[src/rtl/segment_deserializer.sv]
// Collects num_segments narrow segments into one wide word with first-segment
// realignment, single-entry output register and saturating drop counter.
//
// state    | meaning
// HUNT     | waiting for a segment flagged in_first; others are dropped
// ASSEMBLE | collecting segments 1..num_segments-1 of the current word
module segment_deserializer #(
  parameter int bit_width     = 512,
  parameter int segment_width = 32
) (
  input  logic                     clk,
  input  logic                     reset,
  input  logic                     in_valid,
  output logic                     in_ready,
  input  logic [segment_width-1:0] in_data,
  input  logic                     in_first,
  output logic                     out_valid,
  input  logic                     out_ready,
  output logic [bit_width-1:0]     out_data,
  output logic                     out_err,
  output logic [15:0]              drop_count
);

  localparam int num_segments = bit_width / segment_width;
  localparam int cnt_w        = $clog2(num_segments);
  localparam logic [cnt_w-1:0] last_seg = cnt_w'(num_segments - 1);

  generate
    if ((num_segments * segment_width != bit_width) || (num_segments < 2)) begin : g_bad_params
      $error("segment_deserializer: bit_width must be an exact multiple (>=2) of segment_width");
    end
  endgenerate

  typedef enum logic {
    HUNT     = 1'b0,
    ASSEMBLE = 1'b1
  } state_t;

  state_t                 state_q, state_d;
  logic [cnt_w-1:0]       seg_cnt_q, seg_cnt_d;
  logic                   pend_err_q, pend_err_d;
  logic [bit_width-1:0]   asm_q, asm_d;
  logic                   out_valid_q, out_valid_d;
  logic                   out_err_q, out_err_d;
  logic [bit_width-1:0]   out_data_q, out_data_d;
  logic [15:0]            drop_q, drop_d;

  logic                   accept;
  logic                   xfer;
  logic [cnt_w-1:0]       wr_idx;
  logic [16:0]            drop_inc;
  logic [16:0]            drop_sum;

  // Only the final segment can stall, and only while the output slot is full
  // and not draining; reset forces ready so in-reset traffic is simply swallowed.
  assign in_ready = !reset ||
                    !((state_q == ASSEMBLE) && (seg_cnt_q == last_seg) &&
                      out_valid_q && !out_ready);

  assign accept = in_valid && in_ready;
  assign xfer   = out_valid_q && out_ready;
  assign wr_idx = in_first ? '0 : seg_cnt_q;

  always_comb begin
    state_d     = state_q;
    seg_cnt_d   = seg_cnt_q;
    pend_err_d  = pend_err_q;
    asm_d       = asm_q;
    out_valid_d = out_valid_q;
    out_err_d   = out_err_q;
    out_data_d  = out_data_q;
    drop_inc    = '0;

    if (xfer) begin
      out_valid_d = 1'b0;
    end

    if (accept) begin
      for (int k = 0; k < num_segments; k++) begin
        if (wr_idx == cnt_w'(k)) begin
          asm_d[k*segment_width +: segment_width] = in_data;
        end
      end

      case (state_q)
        HUNT: begin
          if (in_first) begin
            seg_cnt_d = cnt_w'(1);
            state_d   = ASSEMBLE;
          end else begin
            drop_inc = 17'd1;
          end
        end
        ASSEMBLE: begin
          if (in_first) begin
            drop_inc   = 17'(seg_cnt_q);
            seg_cnt_d  = cnt_w'(1);
            pend_err_d = 1'b1;
          end else if (seg_cnt_q == last_seg) begin
            out_data_d  = asm_d;
            out_err_d   = pend_err_q;
            out_valid_d = 1'b1;
            pend_err_d  = 1'b0;
            seg_cnt_d   = '0;
            state_d     = HUNT;
          end else begin
            seg_cnt_d = seg_cnt_q + cnt_w'(1);
          end
        end
        default: state_d = HUNT;
      endcase
    end

    drop_sum = {1'b0, drop_q} + drop_inc;
    drop_d   = drop_sum[16] ? 16'hFFFF : drop_sum[15:0];
  end

  always_ff @(posedge clk) begin
    if (!reset) begin
      state_q     <= HUNT;
      seg_cnt_q   <= '0;
      pend_err_q  <= 1'b0;
      asm_q       <= '0;
      out_valid_q <= 1'b0;
      out_err_q   <= 1'b0;
      out_data_q  <= '0;
      drop_q      <= '0;
    end else begin
      state_q     <= state_d;
      seg_cnt_q   <= seg_cnt_d;
      pend_err_q  <= pend_err_d;
      asm_q       <= asm_d;
      out_valid_q <= out_valid_d;
      out_err_q   <= out_err_d;
      out_data_q  <= out_data_d;
      drop_q      <= drop_d;
    end
  end

  assign out_valid  = out_valid_q;
  assign out_err    = out_err_q;
  assign out_data   = out_data_q;
  assign drop_count = drop_q;

endmodule
[config.mk]
export PLATFORM = sky130hd
export DESIGN_NAME = segment_deserializer
export DESIGN_NICKNAME = d
export VERILOG_FILES = /design/src/rtl/segment_deserializer.sv
export SDC_FILE = /design/constraint.sdc
export NUM_CORES = 2
export LEC_CHECK = 0
export BUFFER_PORTS_ARGS = -buffer_cell sky130_fd_sc_hd__buf_2
export CORE_MARGIN = 2
export CORE_UTILIZATION = 55
export CTS_CLUSTER_SIZE = 25
export DETAILED_ROUTE_END_ITERATION = 6
export PLACE_DENSITY = 0.76
export SETUP_SLACK_MARGIN = 0.5
export SLEW_MARGIN = 20
export SYNTH_ARGS = -nofsm -noshare
export SYNTH_HDL_FRONTEND = slang
export SYNTH_SLANG_ARGS = --single-unit
[constraint.sdc]
create_clock -name clk -period 9 [get_ports clk]
set_input_delay 0.9 -clock clk [delete_from_list [all_inputs] [get_ports clk]]
set_output_delay 0.9 -clock clk [all_outputs]
set_load 0.01 [all_outputs]
==> flow_summary.toml <==
[clock_tree]
ctsRootBufferMaster = "clkbuf_16"
clk_path_buf_depth = 3
h-tree-depth = 3
ctsResizeCount = 0
holdBufCountCts = 0
clk_pin_slew_worst_paths_ns = 0.06
clock_sinks = 1048
insertion_delay_ns = 0.67
numCtsBuffers = 105
cts_tree = "done"
postCtsSetupBuffers = 0

[global_routing]
antenna_found_initial = 4
grt_pass1_wl_mm = 190.0
grtUsageTotal_pct = 31.51
overflow = 0
grt_pass1_vias = 31270
grt_start_max_net_pins = 233

[routing]
wl_per_cell_um = 22.90
vias = 32420
avgViaCountPerCell = 5.812
final_antenna_net_count = 0
drt_iter0_markers = 2795
first_pass_iters = 5
drc = 0
wl_mm = 127.7

[finish]
area_growth_pct = 15.00
layout_commonest_cell = "dfxtp_1"
multi_input_area_um2 = 18970
area.sequential_um2 = 20980
final_cell_mix = "dfxtp_1 (1048), mux2i_1 (992), nand2_1 (620), buf_2 (566), nor2_1 (488)"
nets = 4568
drive_above_1_share_pct = 17.82
n_fill_cell = 6093

[timing]
setup_tns_ns = 0
rsz0062_at_grt = "no"
maxSlewViolCount = 0
setup_violations = 0
tightest_slew_ns = 1.293
clock.fmax_mhz = 227.7
hold_viol = 0
min_period_ns = 4.392
fin_worst_skew_ns = 0.01660
period_share_pct = 48.80
slew_headroom_pct = 13.79

[critical_path]
critPathLaunchType = "primary input"
cp_slowest_cell = "o31a_1"
path_max_fanout = 145
endpoint_kind = "register"
crit_type = "primary input to register"
crit_required_ns = 9.58
path_cells = "buf_8 > inv_8 > o31a_1 > and3_1 > fa_1 > a211oi_1 > nor3_1 > nand4_1 > a21oi_1"
crit_arrival_ns = 4.97
cpPeakStageDelay_ns = 0.81

[synthesis]
syn_avg_cell_area_um2 = 9.897
ys.flop_type = "dfxtp_1"
ys_seq_area_share_pct = 50.30
synth_edf_count = 0
async_reset_ff_share_pct = 0
synth_area_um2 = 41710
ys_ff_latch = 1048
synthCells = 4214
synth_warnings = 0
synth_top_area_cell = "dfxtp_1"
yosys-top-cells-area = "dfxtp_1 (50%), mux2i_1 (24%), a211oi_1 (8.7%)"
synthesis.nets = 4257
synth_top_area_share_pct = 50.30
yosysUniqueCellTypes = 53

[power_and_ir_drop]
p_sw_share_pct = 22.37
clockPowerShare_pct = 47.3
power_density_nw_per_um2 = 196.2
p_int_mw = 7.305
switchingPower_mw = 2.105
seq_power_share_pct = 49.6
total_power_mw = 9.410
leakage_nw = 22.15
p_comb_share_pct = 3.1
peakVddDrop_uv = 156.6

[floorplanning]
row_count = 100
ios = 568
die_x_um = 279.4
dieArea_um2 = 78050
core_area_um2 = 74700
fp.dieH_um = 279.4
start_util_pct = 55.84

[outcome]
status = "completed"

[job]
maxCapViolations = 0

[place]
port_buffers = 567
place_congestion = 0.8508
hpwl_mm = 79.65

[worst_hold_path]
min_path_type = "register to register"
==> synth_stat cells (4+ instances only) <==
library cell / number
a211oi_1: 484
and3_1: 7
ha_1: 5
dfxtp_1: 1048
nand3_1: 16
nand2_1: 630
o21ai_0: 6
buf_4: 26
buf_2: 169
nor2b_1: 6
a21oi_1: 47
or3_1: 4
clkbuf_1: 206
buf_1: 6
mux2i_1: 992
a31oi_1: 9
xnor2_1: 4
nor2_1: 489
==> path summary, 6_finish.rpt <==
kind | start | end | slack, ns | cells after the start
worst max-delay path | reset | drop_count[10]$_SDFF_PN0_ | 4.61 | 9
worst min-delay path | out_data[331]$_SDFFE_PN0P_ | out_data[331]$_SDFFE_PN0P_ | 0.45 | 2
worst max register to register | seg_cnt_q[1]$_SDFFE_PN0P_ | drop_count[10]$_SDFF_PN0_ | 4.75 | 9
worst min register to register | out_data[331]$_SDFFE_PN0P_ | out_data[331]$_SDFFE_PN0P_ | 0.45 | 2
==> stage by stage <==
step           cells  setup WS [ns]  util, %  hold WS, ns  area [um2]
6_report        5578          4.608    64.21       0.4513       47960
5_1_grt         5577          4.202    64.21       0.4708       47960
4_1_cts         5576          4.623    64.20       0.4535       47950
3_5_place_dp    5387          3.928    59.45       0.4456       44410
3_3_place_gp    5387          3.987    59.45       0.4410       44410
2_1_floorplan   4214          5.527        -       0.4316       41710
==> per-layer routing <==
| layer | track usage [%] | vias to the layer above | wire [um] |
|---|---|---|---|
| met5 | 0 | - | 12 |
| met4 | 15.27 | 2 | 6024 |
| met3 | 4.070 | 275 | 7261 |
| met2 | 53.13 | 1114 | 61630 |
| met1 | 40.00 | 15710 | 52790 |
| li1 | - | 15320 | - |
==> critical path: cells and delay by family <==
family / cells / cell delay, ns
AO/OA/AOI/OAI: 3 / 1.23
AND/OR/NAND/NOR: 3 / 1.64
adder cells (fa/ha/maj): 1 / 0.25
buffers and inverters: 2 / 0.84
==> flip-flops by register name, indices dropped and copies added (netlist names) <==
| register | count |
|---|---|
| asm_q | 512 |
| state_q | 1 |
| out_err | 1 |
| out_valid | 1 |
| drop_count | 16 |
| out_data | 512 |
| pend_err_q | 1 |
| seg_cnt_q | 4 |
==> power groups by stage <==
stage / Sequential, mW / Combinational (mW) / Clock, mW
2_1_floorplan: 4.76 / 0.174 / 0
3_3_place_gp: 4.77 / 0.290 / 0
3_5_place_dp: 4.77 / 0.290 / 0
4_1_cts: 4.66 / 0.291 / 4.49
5_1_grt: 4.66 / 0.306 / 4.68
6_report: 4.66 / 0.295 / 4.45
==> logic make-up after synthesis <==
group,share of synthesized area [%]
adder cells (fa/ha/maj),0.1980
buffers and inverters,4.494
AND/OR/NAND/NOR,11.16
XOR/XNOR,0.1260
flip-flops,50.30
AO/OA/AOI/OAI,9.912
multiplexers,23.81
==> area by class of cell <==
type	instances	share of cell area [%]
Inverter	1	0.02348
Clock buffer	155	6.584
Timing Repair Buffer	614	6.751
Sequential cell	1048	43.74
Antenna cell	2	0.01043
Tap cell	969	2.528
Multi-Input combinational cell	2755	39.56
Clock inverter	34	0.8035
(Power assumes the default switching activity.)
